==> config.mk <==
export PLATFORM = sky130hd
export DESIGN_NAME = muldiv_unit_flat
export DESIGN_NICKNAME = d
export VERILOG_FILES = /design/src/rtl/muldiv_unit_if.sv /design/src/rtl/muldiv_unit.sv /design/src/flat_wrapper.sv
export SDC_FILE = /design/constraint.sdc
export NUM_CORES = 1
export LEC_CHECK = 0
export ABC_AREA = 1
export BUFFER_PORTS_ARGS = -buffer_cell sky130_fd_sc_hd__buf_2
export CORE_UTILIZATION = 30
export DETAILED_ROUTE_END_ITERATION = 10
export GPL_TIMING_DRIVEN = 0
export SETUP_SLACK_MARGIN = 0.4
export SLEW_MARGIN = 30
export SYNTH_ARGS = -nofsm -noshare
export SYNTH_HDL_FRONTEND = slang
export SYNTH_SLANG_ARGS = --single-unit
==> constraint.sdc <==
create_clock -name clk -period 8.2 [get_ports clk]
set_input_delay 2.05 -clock clk [delete_from_list [all_inputs] [get_ports clk]]
set_output_delay 2.05 -clock clk [all_outputs]
set_load 0.02 [all_outputs]
==> src/rtl/muldiv_unit_if.sv <==
`default_nettype none
// ============================================================================
// muldiv_unit_if : request/response bundle between the EX stage and muldiv_unit
// Rev 1.0
// ============================================================================
interface muldiv_unit_if #(
  parameter int DATA_WIDTH = 32
) ();
  logic                  start;
  logic                  flush;
  logic [2:0]            funct3;
  logic [DATA_WIDTH-1:0] op1;
  logic [DATA_WIDTH-1:0] op2;
  logic                  busy;
  logic                  done;
  logic [DATA_WIDTH-1:0] result;

  modport master (
    output start, flush, funct3, op1, op2,
    input  busy, done, result
  );

  modport slave (
    input  start, flush, funct3, op1, op2,
    output busy, done, result
  );
endinterface
`default_nettype wire

==> src/rtl/muldiv_unit.sv <==
`default_nettype none
// ============================================================================
// muldiv_unit : iterative RV32M multiply/divide (shift-add / restoring divide)
// Optional macro MULDIV_FAST_MUL_EN: single-cycle combinational multiply.
// Rev 1.0
// ============================================================================
module muldiv_unit #(
  parameter int DATA_WIDTH = 32
) (
  input  logic         clk,
  input  logic         rst,
  muldiv_unit_if.slave bus
);
  localparam int            W        = DATA_WIDTH;
  localparam int            CW       = $clog2(DATA_WIDTH);
  localparam logic [CW-1:0] LAST_CNT = CW'(DATA_WIDTH - 1);

  typedef enum logic [1:0] {
    S_IDLE = 2'd0,
    S_RUN  = 2'd1,
    S_DONE = 2'd2
  } state_t;

  state_t         state_q;
  logic           busy_q;
  logic           done_q;
  logic [W-1:0]   result_q;
  logic [2:0]     op_q;
  logic           neg_q;
  logic           neg_rem_q;
  logic [CW-1:0]  cnt_q;
  // Multiply: acc += mcand when mplier LSB set. Divide: acc = {rem, dividend/quotient}, mplier = divisor.
  logic [2*W-1:0] acc_q;
  logic [2*W-1:0] mcand_q;
  logic [W-1:0]   mplier_q;

  // Decode of the request presented on the bus
  logic         is_div;
  logic         sgn1;
  logic         sgn2;
  logic         neg1;
  logic         neg2;
  logic [W-1:0] mag1;
  logic [W-1:0] mag2;
  logic         accept;
  logic         div_zero;
  logic         div_ovf;
  logic [W-1:0] special_res;
  logic         fast_hit;
  logic [W-1:0] fast_res;

  assign is_div   = bus.funct3[2];
  assign sgn1     = is_div ? ~bus.funct3[0] : (bus.funct3[1:0] != 2'b11);
  assign sgn2     = is_div ? ~bus.funct3[0] : ~bus.funct3[1];
  assign neg1     = sgn1 & bus.op1[W-1];
  assign neg2     = sgn2 & bus.op2[W-1];
  assign mag1     = neg1 ? -bus.op1 : bus.op1;
  assign mag2     = neg2 ? -bus.op2 : bus.op2;
  assign accept   = bus.start & ~bus.flush & (state_q != S_RUN);
  assign div_zero = is_div & (bus.op2 == '0);
  assign div_ovf  = is_div & ~bus.funct3[0]
                  & (bus.op1 == {1'b1, {(W-1){1'b0}}}) & (&bus.op2);
  assign special_res = div_zero ? (bus.funct3[1] ? bus.op1 : '1)
                                : (bus.funct3[1] ? '0 : bus.op1);

`ifdef MULDIV_FAST_MUL_EN
  logic [2*W-1:0] fast_mag;
  logic [2*W-1:0] fast_prod;
  assign fast_mag  = {{W{1'b0}}, mag1} * {{W{1'b0}}, mag2};
  assign fast_prod = (neg1 ^ neg2) ? -fast_mag : fast_mag;
  assign fast_res  = (bus.funct3[1:0] == 2'b00) ? fast_prod[W-1:0] : fast_prod[2*W-1:W];
  assign fast_hit  = ~is_div;
`else
  assign fast_res  = '0;
  assign fast_hit  = 1'b0;
`endif

  // One iteration of either datapath, plus the sign fix-up used on the final one
  logic [2*W-1:0] mul_acc_d;
  logic [2*W-1:0] div_acc_d;
  logic [2*W-1:0] acc_d;
  logic [W:0]     div_shift;
  logic [W:0]     div_diff;
  logic           div_ge;
  logic [2*W-1:0] prod_d;
  logic [W-1:0]   quo_d;
  logic [W-1:0]   rem_d;
  logic [W-1:0]   result_d;

  assign mul_acc_d = mplier_q[0] ? (acc_q + mcand_q) : acc_q;
  assign div_shift = {acc_q[2*W-1:W], acc_q[W-1]};
  assign div_diff  = div_shift - {1'b0, mplier_q};
  assign div_ge    = ~div_diff[W];
  assign div_acc_d = {(div_ge ? div_diff[W-1:0] : div_shift[W-1:0]), acc_q[W-2:0], div_ge};
  assign acc_d     = op_q[2] ? div_acc_d : mul_acc_d;

  assign prod_d = neg_q ? -mul_acc_d : mul_acc_d;
  assign quo_d  = neg_q ? -div_acc_d[W-1:0] : div_acc_d[W-1:0];
  assign rem_d  = neg_rem_q ? -div_acc_d[2*W-1:W] : div_acc_d[2*W-1:W];
  assign result_d = op_q[2] ? (op_q[1] ? rem_d : quo_d)
                            : ((op_q[1:0] == 2'b00) ? prod_d[W-1:0] : prod_d[2*W-1:W]);

  always_ff @(posedge clk) begin
    if (rst) begin
      state_q   <= S_IDLE;
      busy_q    <= 1'b0;
      done_q    <= 1'b0;
      result_q  <= '0;
      op_q      <= '0;
      neg_q     <= 1'b0;
      neg_rem_q <= 1'b0;
      cnt_q     <= '0;
      acc_q     <= '0;
      mcand_q   <= '0;
      mplier_q  <= '0;
    end else begin
      done_q <= 1'b0;
      case (state_q)
        S_RUN: begin
          if (bus.flush) begin
            state_q <= S_IDLE;
            busy_q  <= 1'b0;
          end else begin
            acc_q   <= acc_d;
            mcand_q <= mcand_q << 1;
            cnt_q   <= cnt_q + 1'b1;
            if (!op_q[2]) begin
              mplier_q <= mplier_q >> 1;
            end
            if (cnt_q == LAST_CNT) begin
              state_q  <= S_DONE;
              busy_q   <= 1'b0;
              done_q   <= 1'b1;
              result_q <= result_d;
            end
          end
        end
        default: begin
          if (accept) begin
            op_q      <= bus.funct3;
            neg_q     <= neg1 ^ neg2;
            neg_rem_q <= neg1;
            cnt_q     <= '0;
            if (div_zero || div_ovf || fast_hit) begin
              state_q  <= S_DONE;
              done_q   <= 1'b1;
              result_q <= (div_zero || div_ovf) ? special_res : fast_res;
            end else begin
              state_q  <= S_RUN;
              busy_q   <= 1'b1;
              mplier_q <= mag2;
              if (is_div) begin
                acc_q   <= {{W{1'b0}}, mag1};
                mcand_q <= '0;
              end else begin
                acc_q   <= '0;
                mcand_q <= {{W{1'b0}}, mag1};
              end
            end
          end else begin
            state_q <= S_IDLE;
          end
        end
      endcase
    end
  end

  assign bus.busy   = busy_q;
  assign bus.done   = done_q;
  assign bus.result = result_q;

endmodule
`default_nettype wire

==> src/flat_wrapper.sv <==
// flat-port wrapper written by rule: the top's interface ports become plain ports
module muldiv_unit_flat 
#(
  parameter int DATA_WIDTH = 32
)
  (clk, rst, bus_start, bus_flush, bus_funct3, bus_op1, bus_op2, bus_busy, bus_done, bus_result);
  muldiv_unit_if #(.DATA_WIDTH(DATA_WIDTH)) bus_i ();
  input  logic clk;
  input  logic rst;
  input wire logic [$bits(bus_i.start)-1:0] bus_start;
  input wire logic [$bits(bus_i.flush)-1:0] bus_flush;
  input wire logic [$bits(bus_i.funct3)-1:0] bus_funct3;
  input wire logic [$bits(bus_i.op1)-1:0] bus_op1;
  input wire logic [$bits(bus_i.op2)-1:0] bus_op2;
  output wire logic [$bits(bus_i.busy)-1:0] bus_busy;
  output wire logic [$bits(bus_i.done)-1:0] bus_done;
  output wire logic [$bits(bus_i.result)-1:0] bus_result;
  assign bus_i.start = bus_start;
  assign bus_i.flush = bus_flush;
  assign bus_i.funct3 = bus_funct3;
  assign bus_i.op1 = bus_op1;
  assign bus_i.op2 = bus_op2;
  assign bus_busy = bus_i.busy;
  assign bus_done = bus_i.done;
  assign bus_result = bus_i.result;
  muldiv_unit #(.DATA_WIDTH(DATA_WIDTH)) u_core (.clk(clk), .rst(rst), .bus(bus_i));
endmodule
==> flow_summary_export.csv, run 1 <==
group,metric,value,unit
finish,area_growth,11.4,%
cts,cts.clk_slew.worst_paths,0.07,ns
place,port-buffer-count,102,
worst_setup_path,crit_path_end_kind,"flip-flop",
cts,cts_max_level,1,
sta,rsz0062_at_grt,"false",
floorplan,die_h,295,um
synthesis,syn_inst,4859,
cts,cts.sinks,206,
cts,clk_latency,0.61,ns
sta,finalSetupViolations,0,
worst_setup_path,r2r_slack,2.22,ns
sta,tns,0,ns
synthesis,synth_edf_count,0,
worst_setup_path,critPathRequiredTime,8.71,ns
cts,cts_tree,"built",
sta,post-route-min-period,5.98,ns
synthesis,avgSynthCellArea,5.29,um^2
grt,grt_pass1_vias,29900,
floorplan,die_area,86900,um^2
synthesis,ys_async_sr_fraction,0,%
sta,max_clock_freq,167,MHz
worst_setup_path,crit_slowest_cell,"dfxtp_1",
worst_setup_path,crit_path_max_incr_delay,0.76,ns
worst_setup_path,cp_top_family,"simple AND/OR/NAND/NOR gates",
power,total_leakage_power,0.0146,uW
grt,grt_start_max_net_pins,14,
sta,fin_hold_ws,0.484,ns
drt,drt-total-wl,142,mm
finish,fin_cells,6159,
finish,final_common_cell,"nand2_1",
cts,root_buffer,"clkbuf_16",
finish,drive_above_1_share,6.32,%
sta,skew,0.0380,ns
drt,vias_per_cell,5.38,
floorplan,start_util,30.3,%
place,dp_cells,6106,
worst_setup_path,critPathLaunchType,"flip-flop",
floorplan,die_x,295,um
synthesis,synthFlopType,"dfxtp_1",
synthesis,seq_area_frac_synth,16.0,%
synthesis,yosys_warnings,0,
place,hpwl,120,mm
cts,cts_hold_buf,0,
worst_setup_path,crit_fanout,10,
synthesis,mappedNetlistArea,25700,um^2
cts,numCtsBuffers,27,
synthesis,synthDistinctLibCells,58,
sta,relSlewSlack,26.5,%
sta,finalCritPeriodShare,72.9,%
floorplan,core-area,85000,um^2
drt,firstDrtPassIters,7,
grt,grt_util_all_layers,31.8,%
grt,gr-total-overflow,0,
power,ir_worst_vdd,0.000171,V
drt,vias,33100,
worst_setup_path,critPathArrivalTime,6.50,ns
finish,final_cell_mix,"nand2_1, inv_1, nor2_1",
grt,antenna_found_initial,3,
place,gp_congestion,1.08,
worst_hold_path,hp-class,"flip-flop to flip-flop",
floorplan,boundaryPins,105,
finish,nets,5167,
cts,post-cts-setup-buffers,0,
worst_setup_path,crit_type,"flip-flop to flip-flop",
power,power_density,153,nW/um^2
synthesis,ys_seq_elements,206,
sta,hold_viol,0,
sta,final_max_slew_viol_count,0,
worst_setup_path,crit_buf_inv,7,
sta,tightestPinTransition,1.10,ns
drt,antenna_left,0,
drt,drt-wirelength-per-cell,23.1,um
grt,grt_pass1_wl,202,mm
flow_run,maxCapViolations,0,
cts,cts.repair.resized,0,
cts,cts.path.max_buffers,3,
floorplan,rows,107,
drt,drcViolationCount,0,
run_status,outcome,"completed",
synthesis,syn_nets,5035,
drt,drtIter0Drc,3951,
-- cell usage after synthesis, types with 25 or more instances --
| cell | n | area share, % |
|---|---|---|
| o21ai_0 | 272 | 5.3 |
| inv_1 | 709 | 10 |
| nand2_2 | 39 | 0.95 |
| ha_1 | 103 | 5.0 |
| nor3_1 | 62 | 1.2 |
| dfxtp_1 | 206 | 16 |
| nand2_1 | 1720 | 25 |
| clkbuf_1 | 115 | 1.7 |
| nor2_1 | 409 | 6.0 |
| xor2_1 | 55 | 1.9 |
| o211ai_1 | 43 | 1.3 |
| o221ai_1 | 25 | 0.85 |
| nand3_1 | 375 | 7.3 |
| buf_2 | 28 | 0.54 |
| a21oi_1 | 321 | 6.2 |
| a31oi_1 | 74 | 1.8 |
| nand4_1 | 48 | 1.2 |
-- power breakdown --
group | internal, uW | switching (uW)
combinational | 517 | 1420
sequential | 1050 | 78.6
clock | 783 | 547
total | 2350 | 2050
-- per-stage QoR --
stage	power (uW)	worst slack [ns]	utilization (%)	instance area, um^2
final	4400	2.22	33.7	28700
after global routing	4580	2.01	33.7	28700
after CTS	4320	2.38	33.7	28700
after detailed placement	3000	2.41	32.6	27700
after global placement	3000	2.01	32.5	27700
after floorplan	2330	3.96	-	25700
-- worst min-delay path, cell delays in order (launching register included) --
cell	delay (ns)
dfxtp_1	0.32
nand2_1	0.07
a21oi_1	0.06
-- cell type report --
cell class	count	area (um^2)
fill	9826	56400
multi-input combinational	3754	18100
sequential	206	4120
inverter	724	2720
tap	1144	1430
clock buffer	40	815
buffer	175	773
timing repair buffer	103	522
clock inverter	10	144
antenna	3	7.51
-- worst paths after layout --
check,startpoint,end,cells past startpoint
worst max-delay path,u_core.mplier_q[0]$_SDFFE_PP0P_,u_core.bus.result[24]$_SDFFE_PP0P_,32
worst min-delay path,u_core.cnt_q[3]$_SDFFE_PP0P_,u_core.cnt_q[3]$_SDFFE_PP0P_,2
worst max register to register,u_core.mplier_q[0]$_SDFFE_PP0P_,u_core.bus.result[24]$_SDFFE_PP0P_,32
worst min register to register,u_core.cnt_q[3]$_SDFFE_PP0P_,u_core.cnt_q[3]$_SDFFE_PP0P_,2
-- layer usage --
layer  vias to the layer above  global-route usage [%]  part of all wire (%)
li1                      15900                       -                     -
met1                     15200                    42.0                    41
met2                      1780                    49.3                    43
met3                       314                    6.79                    11
met4                         4                    14.1                   5.1
met5                         -                   0.340                 0.019
-- state kept, by name, indices dropped and copies added (netlist names), 2 cells and up --
register	flops
u_core.acc_q	64
u_core.bus.result	32
u_core.cnt_q	5
u_core.mcand_q	64
u_core.mplier_q	32
u_core.op_q	3
u_core.state_q	2
-- logic make-up after synthesis --
group           count (synthesis)  synth area share (%)
simple gates                 2759                  45.0
buf+inv                       899                  13.6
compound gates                821                  17.9
flops                         206                  16.0
fa+ha+maj                     105                  5.16
xor+xnor                       69                  2.35
Power figures use the tool's default switching activity.
==> inputs of run 2 (changes only) <==
clock period = 5.05 ns   (was 8.2 ns; I/O delays follow)
==> run 2 against run 1 <==
  * Fmax is 28% higher
  * Highest routed layer unchanged
  * First-iteration DRC count is 5.2% higher
  * Clock power is 62% higher
  * Clock skew is 0.0032 ns lower
  * Total power is 64% higher
  * Sequential cell count stayed put
  * Final area is 1.6% higher
  * Hold slack better by 0.0011 ns
==> flow_summary_export.csv, run 2 (same netlist as run 1, synthesis figures left out) <==
group,metric,value,unit
run_status,outcome,"completed",
cts,cts.clk_slew.worst_paths,0.07,ns
worst_setup_path,reg2reg_depth,12,
grt,antenna_found_initial,3,
sta,rsz0062_at_grt,"true",
cts,cts.sinks,206,
grt,grt_util_all_layers,31.8,%
worst_setup_path,critPathLaunchType,"flip-flop",
floorplan,start_util,30.3,%
sta,final_max_slew_viol_count,0,
finish,stdcell_area,29100,um^2
sta,finalSetupViolations,0,
power,power,7210,uW
finish,drive_above_1_share,8.31,%
cts,numCtsBuffers,27,
flow_run,maxCapViolations,0,
worst_hold_path,min_path_cells,2,
floorplan,boundaryPins,105,
worst_setup_path,crit_slowest_cell,"clkbuf_1",
finish,final_common_cell,"nand2_1",
worst_setup_path,cp_common_cell,"inv_1",
worst_hold_path,hp-class,"flip-flop to flip-flop",
place,gp_congestion,1.08,
worst_setup_path,crit_path_max_incr_delay,0.71,ns
drt,antenna_left,0,
grt,gr-total-overflow,0,
grt,grt_pass1_vias,29900,
worst_setup_path,cp_top_family,"buffers and inverters",
finish,nets,5188,
drt,drt-total-wl,143,mm
worst_setup_path,critPathRequiredTime,5.55,ns
drt,drcViolationCount,0,
worst_setup_path,crit_fanout,10,
floorplan,core-area,85000,um^2
cts,root_buffer,"clkbuf_16",
grt,grt_start_max_net_pins,14,
drt,firstDrtPassIters,6,
drt,drtIter0Drc,4156,
finish,area_growth,13.2,%
finish,reg_top3,"u_core.acc_q (64), u_core.mcand_q (64)",
worst_setup_path,path_cells,"inv_1 > nor2_1 > inv_1 > nor2_2 > inv_1 > nand2_1 > inv_1 > nor2_1 > clkbuf_1 > buf_2 > nand3_1 > a31oi_1",
power,ir_worst_vdd,0.000277,V
power,power_density,248,nW/um^2
cts,cts.path.max_buffers,3,
sta,relSlewSlack,29.3,%
grt,grt_pass1_wl,202,mm
sta,tightestPinTransition,1.06,ns
sta,hold_viol,0,
worst_setup_path,critPathArrivalTime,5.16,ns
worst_setup_path,crit_path_end_kind,"flip-flop",
drt,vias,33500,
floorplan,die_area,86900,um^2
finish,final_cell_mix,"nand2_1, inv_1, nor2_1",
worst_setup_path,crit_type,"flip-flop to flip-flop",
drt,vias_per_cell,5.43,
place,port-buffer-count,102,
cts,cts_tree,"built",
cts,cts_max_level,1,
floorplan,rows,107,
place,postPlaceCellArea,27700,um^2
floorplan,die_x,295,um
place,hpwl,120,mm
cts,clk_latency,0.61,ns
floorplan,die_h,295,um
sta,post-route-min-period,4.66,ns
sta,skew,0.0348,ns
sta,finalCritPeriodShare,92.3,%
power,total_leakage_power,0.0147,uW
worst_setup_path,path_depth,12,
worst_setup_path,crit_buf_inv,6,
drt,drt-wirelength-per-cell,23.1,um
sta,max_clock_freq,215,MHz
run 2: cell count changes in the layout (fill, tap and decap cells not counted), sizes merged:
cell / before / now
buf: 163 / 183
clkbuf: 155 / 156
diode: 3 / 2
run 2: timing repair:
| item | 4_1_cts | 5_1_grt |
|---|---|---|
| hold buffers | 0 | 0 |
| pin swaps | 4 | 12 |
| endpoints found under the setup margin | 11 | 40 |
| gates resized for setup | 31 | 77 |
| gates cloned | 0 | 0 |
| setup buffers | 3 | 18 |
run 2: stage by stage:
| stage | std cells | utilization (%) | hold slack (ns) | setup TNS (ns) | worst slack (ns) |
|---|---|---|---|---|---|
| after floorplan | 4859 | - | 0.445 | 0 | 0.848 |
| final | 6179 | 34.3 | 0.485 | 0 | 0.390 |
| after detailed placement | 6106 | 32.6 | 0.470 | -2.83 | -0.745 |
| after global routing | 6178 | 34.2 | 0.496 | 0 | 0.336 |
| after CTS | 6159 | 33.8 | 0.480 | 0 | 0.308 |
| after global placement | 6105 | 32.5 | 0.455 | -9.35 | -0.738 |
run 2: final cells by class:
cell class / count / area, um^2
Sequential cell: 206 / 4170
Antenna cell: 2 / 5.00
Clock inverter: 10 / 144
Buffer: 175 / 792
Inverter: 724 / 2720
Multi-Input combinational cell: 3754 / 18400
Fill cell: 9771 / 55900
Tap cell: 1144 / 1430
Clock buffer: 40 / 815
Timing Repair Buffer: 124 / 679
run 2: path summary, 6_finish.rpt:
kind,end,slack [ns],start
max,u_core.mcand_q[25]$_SDFFE_PP0P_,0.39,u_core.state_q[0]$_SDFFE_PP0N_
min,u_core.mcand_q[46]$_SDFFE_PP0P_,0.49,u_core.mcand_q[46]$_SDFFE_PP0P_
max reg2reg,u_core.mcand_q[25]$_SDFFE_PP0P_,0.39,u_core.state_q[0]$_SDFFE_PP0N_
min reg2reg,u_core.mcand_q[46]$_SDFFE_PP0P_,0.49,u_core.mcand_q[46]$_SDFFE_PP0P_
run 2: worst min-delay path, delay by kind of cell (launching register included):
family           cells  cell delay, ns
AND/OR/NAND/NOR      1            0.06
AO/OA/AOI/OAI        1            0.05
flip-flops           1            0.32
run 2: routing by layer:
| layer | up-vias | global-route usage, % | routed length [um] |
|---|---|---|---|
| li1 | 15900 | - | - |
| met1 | 15400 | 42.0 | 58300 |
| met2 | 1903 | 49.3 | 60800 |
| met3 | 341 | 6.68 | 15900 |
| met4 | 6 | 14.3 | 7690 |
| met5 | - | 0.454 | 88 |
run 2: report_power, final:
group          internal (uW)  switching (uW)  leakage (uW)
Clock                   1270             880      0.000475
Combinational            889            2340        0.0126
Sequential              1700             126       0.00169
Total                   3860            3350        0.0147
